===== config.mk =====
export PLATFORM = sky130hd
export DESIGN_NAME = mips_muldiv
export DESIGN_NICKNAME = d
export VERILOG_FILES = /design/src/rtl/mips_pkg.sv /design/src/rtl/mips_div_iter.sv /design/src/rtl/mips_muldiv.sv
export SDC_FILE = /design/constraint.sdc
export NUM_CORES = 2
export LEC_CHECK = 0
export ABC_AREA = 1
export CAP_MARGIN = 15
export CELL_PAD_IN_SITES_DETAIL_PLACEMENT = 1
export CELL_PAD_IN_SITES_GLOBAL_PLACEMENT = 2
export CORE_ASPECT_RATIO = 1.25
export CORE_MARGIN = 1
export CORE_UTILIZATION = 44
export CTS_CLUSTER_DIAMETER = 40
export DETAILED_ROUTE_END_ITERATION = 16
export HOLD_SLACK_MARGIN = 0.06
export PLACE_DENSITY_LB_ADDON = 0.1
export SLEW_MARGIN = 10
export SYNTH_ARGS = -nofsm -noshare
export SYNTH_HDL_FRONTEND = slang
export SYNTH_SLANG_ARGS = --single-unit

===== constraint.sdc =====
create_clock -name CLK -period 22.4 [get_ports CLK]
set_input_delay 5.6 -clock CLK [delete_from_list [all_inputs] [get_ports CLK]]
set_output_delay 5.6 -clock CLK [all_outputs]
set_load 0.05 [all_outputs]

===== src/rtl/mips_pkg.sv =====
// Shared definitions for the MIPS HI/LO multiply/divide unit.
// Holds opcodes, multiply latency limits and the FSM state encoding.
package mips_pkg;

   localparam logic [2:0] MD_MULT  = 3'd0;
   localparam logic [2:0] MD_MULTU = 3'd1;
   localparam logic [2:0] MD_DIV   = 3'd2;
   localparam logic [2:0] MD_DIVU  = 3'd3;
   localparam logic [2:0] MD_MTHI  = 3'd4;
   localparam logic [2:0] MD_MTLO  = 3'd5;

   localparam int MUL_LAT_MIN = 1;
   localparam int MUL_LAT_MAX = 4;

   typedef enum logic [1:0] {
      IDLE,
      MUL,
      DIV,
      DIVFIX
   } mdState_t;

endpackage


===== src/rtl/mips_div_iter.sv =====
// Unsigned radix-2 restoring divider, one quotient bit per cycle.
// done flags the cycle whose edge retires the final iteration.
module mips_div_iter #(
   parameter int WIDTH = 32
) (
   input  logic             clk,
   input  logic             rst,
   input  logic             start,
   input  logic [WIDTH-1:0] dividend,
   input  logic [WIDTH-1:0] divisor,
   output logic             busy,
   output logic             done,
   output logic [WIDTH-1:0] quotient,
   output logic [WIDTH-1:0] remainder
);

   localparam int CW = $clog2(WIDTH + 1);

   logic [CW-1:0]    cnt;
   logic [WIDTH-1:0] dvsr;
   logic [WIDTH:0]   shifted;
   logic [WIDTH:0]   diff;

   // Borrow out of the trial subtract means the divisor did not fit.
   assign shifted = {remainder, quotient[WIDTH-1]};
   assign diff    = shifted - {1'b0, dvsr};
   assign done    = busy && (cnt == CW'(1));

   always_ff @(posedge clk or posedge rst) begin
      if (rst) begin
         busy      <= 1'b0;
         cnt       <= '0;
         dvsr      <= '0;
         quotient  <= '0;
         remainder <= '0;
      end else if (start) begin
         busy      <= 1'b1;
         cnt       <= CW'(WIDTH);
         dvsr      <= divisor;
         quotient  <= dividend;
         remainder <= '0;
      end else if (busy) begin
         cnt <= cnt - 1'b1;
         if (cnt == CW'(1))
            busy <= 1'b0;
         if (!diff[WIDTH]) begin
            remainder <= diff[WIDTH-1:0];
            quotient  <= {quotient[WIDTH-2:0], 1'b1};
         end else begin
            remainder <= shifted[WIDTH-1:0];
            quotient  <= {quotient[WIDTH-2:0], 1'b0};
         end
      end
   end

endmodule


===== src/rtl/mips_muldiv.sv =====
// HI/LO multiply/divide unit beside the EX-stage ALU.
// Pipelined multiply, iterative divide, Busy stalls HI/LO readers.
module mips_muldiv
   import mips_pkg::*;
#(
   parameter int WIDTH   = 32,
   parameter int MUL_LAT = 3
) (
   input  logic             CLK,
   input  logic             Reset,
   input  logic             StartE,
   input  logic [2:0]       OpE,
   input  logic             FlushE,
   input  logic [WIDTH-1:0] SrcAE,
   input  logic [WIDTH-1:0] SrcBE,
   output logic             Busy,
   output logic [WIDTH-1:0] Hi,
   output logic [WIDTH-1:0] Lo
);

   if (MUL_LAT < MUL_LAT_MIN || MUL_LAT > MUL_LAT_MAX) begin : gBadLat
      $error("mips_muldiv: MUL_LAT out of range");
   end
   if (WIDTH < 8 || WIDTH > 64 || (WIDTH % 2) != 0) begin : gBadWidth
      $error("mips_muldiv: illegal WIDTH");
   end

   mdState_t state;

   logic             accept;
   logic             isSigned;
   logic             isDivOp;
   logic [2:0]       mulCnt;
   logic             negQ;
   logic             negR;
   logic [2*WIDTH-1:0] extA;
   logic [2*WIDTH-1:0] extB;
   logic [2*WIDTH-1:0] mulProd;
   logic [2*WIDTH-1:0] mulPipe [MUL_LAT];
   logic [WIDTH-1:0] magA;
   logic [WIDTH-1:0] magB;
   logic [WIDTH-1:0] divQuo;
   logic [WIDTH-1:0] divRem;
   logic [WIDTH-1:0] fixQuo;
   logic [WIDTH-1:0] fixRem;
   logic             divStart;
   logic             divBusy;
   logic             divDone;

   assign accept   = StartE && !FlushE && !Busy;
   assign isSigned = (OpE == MD_MULT) || (OpE == MD_DIV);
   assign isDivOp  = (OpE == MD_DIV) || (OpE == MD_DIVU);
   assign divStart = accept && isDivOp;

   assign extA = isSigned ? {{WIDTH{SrcAE[WIDTH-1]}}, SrcAE}
                          : {{WIDTH{1'b0}}, SrcAE};
   assign extB = isSigned ? {{WIDTH{SrcBE[WIDTH-1]}}, SrcBE}
                          : {{WIDTH{1'b0}}, SrcBE};
   assign mulProd = extA * extB;

   assign magA = (isSigned && SrcAE[WIDTH-1]) ? -SrcAE : SrcAE;
   assign magB = (isSigned && SrcBE[WIDTH-1]) ? -SrcBE : SrcBE;

   assign fixQuo = negQ ? -divQuo : divQuo;
   assign fixRem = negR ? -divRem : divRem;

   mips_div_iter #(.WIDTH(WIDTH)) uDiv (
      .clk       (CLK),
      .rst       (Reset),
      .start     (divStart),
      .dividend  (magA),
      .divisor   (magB),
      .busy      (divBusy),
      .done      (divDone),
      .quotient  (divQuo),
      .remainder (divRem)
   );

   // Product enters stage 0 on accept and ripples one stage per cycle.
   always_ff @(posedge CLK or posedge Reset) begin
      if (Reset) begin
         for (int i = 0; i < MUL_LAT; i++)
            mulPipe[i] <= '0;
      end else begin
         if (accept)
            mulPipe[0] <= mulProd;
         for (int i = 1; i < MUL_LAT; i++)
            mulPipe[i] <= mulPipe[i-1];
      end
   end

   always_ff @(posedge CLK or posedge Reset) begin
      if (Reset) begin
         state  <= IDLE;
         Busy   <= 1'b0;
         Hi     <= '0;
         Lo     <= '0;
         mulCnt <= '0;
         negQ   <= 1'b0;
         negR   <= 1'b0;
      end else begin
         case (state)
            IDLE: if (accept) begin
               case (OpE)
                  MD_MTHI: Hi <= SrcAE;
                  MD_MTLO: Lo <= SrcAE;
                  MD_MULT, MD_MULTU: begin
                     state  <= MUL;
                     Busy   <= 1'b1;
                     mulCnt <= '0;
                  end
                  MD_DIV, MD_DIVU: begin
                     state <= DIV;
                     Busy  <= 1'b1;
                     negQ  <= isSigned && (SrcAE[WIDTH-1] ^ SrcBE[WIDTH-1]);
                     negR  <= isSigned && SrcAE[WIDTH-1];
                  end
                  default: ;
               endcase
            end
            MUL: begin
               if (mulCnt == 3'(MUL_LAT - 1)) begin
                  {Hi, Lo} <= mulPipe[MUL_LAT-1];
                  state    <= IDLE;
                  Busy     <= 1'b0;
               end else begin
                  mulCnt <= mulCnt + 1'b1;
               end
            end
            DIV: if (divDone) state <= DIVFIX;
            DIVFIX: begin
               Lo    <= fixQuo;
               Hi    <= fixRem;
               state <= IDLE;
               Busy  <= 1'b0;
            end
            default: state <= IDLE;
         endcase
      end
   end

   startWhileBusy: assert property (@(posedge CLK) disable iff (Reset)
      !(StartE && !FlushE && Busy))
      else $error("mips_muldiv: StartE while Busy");

   divEngineLive: assert property (@(posedge CLK) disable iff (Reset)
      (state == DIV) |-> divBusy)
      else $error("mips_muldiv: divider idle in DIV");

endmodule


==> flow_summary.toml <==
[min_path]
hp-class = "flip-flop to flip-flop"

[drt]
viasPerCell = 5.30
dr.max_layer_used = "met5"
finalWirelength_um = 270000
vias = 54800
first_pass_iters = 5
met2_length_um = 137000
drc = 0
ant_nets = 0
wl_per_cell_um = 26.1
wl_met3_um = 10500
drt-initial-drc-count = 3002
met1_length_um = 107000

[timing]
setup-tns-final_ns = 0
skew_ns = 0.0279
fin_crit_ns = 15.93
setup_viol = 0
fin_hold_ws_ns = 0.332
drv_slew = 0
post-route-period-util_pct = 71.1
hold_viol_final = 0
slew_headroom_pct = 24.4
tightest_slew_ns = 1.12
grt_setup_unrepaired = "false"
fmax_mhz = 62.8

[setup_path]
max_stage_delay_ns = 0.90
cp-startpoint = "OpE[2]"
arrival_ns = 16.41
path_max_fanout = 44
reg2reg_to = "negR"
r2r_start = "Busy"
critical_path_class = "primary input to flip-flop"
slowest_stage = "fa_1"
critical_path.endpoint = "mulPipe[191]"
start_kind = "primary input"
reg2reg_depth = 8
required_ns = 22.88
critical_path.most_common_cell = "fa_1"
end_kind = "flip-flop"
r2r_setup_slack_ns = 18.23

[clocking]
clk_latency_ns = 0.60
cts.htree.levels = 2
cts_buffers = 46
cts_hold_buf = 0
cts_sinks = 367
tritoncts = "yes"
cts_resized = 0
postCtsSetupRepairBufs = 0
cts.clk_slew.worst_paths_ns = 0.06
cts_max_path_buffers = 3
cts_root_buffer = "clkbuf_16"

[floorplan]
io_pins = 136
die_width_um = 354
core-area_sq_mm = 0.154
initial_core_util_pct = 44.3
dieArea_sq_mm = 0.157
rows = 161
dieHeight_um = 442

[synth]
avgSynthCellArea_sq_um = 8.18
yosysTopAreaCell = "fa_1"
synth_cell_types = 60
yosys-top-cells-area = "fa_1 (42%), dfrtp_1 (13%), inv_1 (12%)"
ys.flop_type = "dfrtp_1"
synth_common_cells = "inv_1 (2251), nand2_1 (1970), fa_1 (1419)"
synth_seq_cells = 367
synthArstFlopShare_pct = 100
synth_fp_nets = 10200
synth_most_common_cell = "inv_1"
yosysWarnings = 0
yosys.area.top_type_share_pct = 41.6
syn_area_sq_mm = 0.0683
syn-instance-count = 8349
synth_edf_count = 0
synth-seq-area-share_pct = 13.5

[global_routing]
grt_pass1_vias = 61300
grt-ovfl-total = 0
antenna_found_initial = 14
grt_max_degree = 186
grt_first_pass_wirelength_um = 401000
grt_util_all_layers_pct = 35.0

[cells_and_area]
fillCellCount = 18700
drive_gt1_share_pct = 3.88
multiInputGateArea_sq_mm = 0.0492
syn_to_final_growth_pct = 6.70
seq_area_sq_mm = 0.00918
nets = 10100

[place]
dp_hpwl_um = 222000
place_congestion = 0.993
portBuffers = 135

[outcome]
status = "completed"

[flow_run]
maxCapViolCount = 0
cell families after synthesis:
group | share of synthesized area, %
XOR/XNOR | 1.24
adder cells (fa/ha/maj) | 48.1
flip-flops | 13.5
AND/OR/NAND/NOR | 17.7
buffers and inverters | 14.5
AO/OA/AOI/OAI | 5.03
sequential cells by signal (all words and copies together) (netlist names):
| register | count |
|---|---|
| Busy | 1 |
| Hi | 32 |
| Lo | 32 |
| mulCnt | 3 |
| mulPipe | 192 |
| negQ | 1 |
| negR | 1 |
| state | 2 |
| uDiv.busy | 1 |
| uDiv.cnt | 6 |
| uDiv.dvsr | 32 |
| uDiv.quotient | 32 |
| uDiv.remainder | 32 |
per-stage QoR:
| stage | area, sq um | utilization, % | worst slack [ns] | cells |
|---|---|---|---|---|
| 2_1_floorplan | 68300 | - | 6.61 | 8349 |
| 4_1_cts | 72800 | 47.3 | 6.45 | 10300 |
| 6_report | 72800 | 47.3 | 6.47 | 10300 |
| 3_3_place_gp | 71200 | 46.2 | 5.86 | 10300 |
| 5_1_grt | 72800 | 47.3 | 5.99 | 10300 |
| 3_5_place_dp | 71200 | 46.2 | 5.82 | 10300 |
critical path, delay by kind of cell:
kind          cells  cell delay, ns
fa+ha+maj        11            6.34
buf+inv          12            2.46
simple gates     13            1.95
per-layer routing:
metal | global-route usage, % | vias up
met4 | 16.7 | 8
met2 | 62.1 | 1462
li1 | - | 24100
met5 | 0 | -
met3 | 2.78 | 502
met1 | 42.8 | 28800
cells in the final DEF (no fill, tap or decap), types with 17 or more instances in the layout:
master	n
fa_1	1419
nand2_1	1969
a211oi_1	20
clkdlybuf4s50_1	80
xnor2_1	47
clkbuf_16	47
dfrtp_1	367
nand3_1	336
buf_2	55
a41oi_1	38
nor3_1	41
o21ai_1	17
nor2_1	425
inv_1	2250
nand4_1	38
nand3b_1	21
xor2_1	50
buf_4	92
o211ai_1	25
a21oi_1	165
a21o_1	19
ha_1	353
or2_2	24
o21ai_0	175
o221ai_1	24
area by class of cell:
class                           instances  share of cell area [%]
Inverter                             2266                    11.7
Antenna cell                            2                 0.00687
Clock buffer                           55                    1.68
Timing Repair Buffer                  228                    2.45
Sequential cell                       367                    12.6
Tap cell                             2037                    3.50
Clock inverter                         27                   0.488
Multi-Input combinational cell       5365                    67.6
worst min-delay path by stage:
| stage | from | end | cells past startpoint |
|---|---|---|---|
| global route | mulPipe[83] | mulPipe[19] | 0 |
| floorplan | mulPipe[64] | mulPipe[0] | 0 |
| CTS | mulPipe[83] | mulPipe[19] | 0 |
| detailed placement | mulPipe[102] | mulPipe[38] | 0 |
| finish | mulPipe[83] | mulPipe[19] | 0 |
| global placement | mulPipe[109] | mulPipe[45] | 0 |
Power is not shown: default switching activity piles up to over one toggle a cycle in this logic, so the estimate is an artifact.
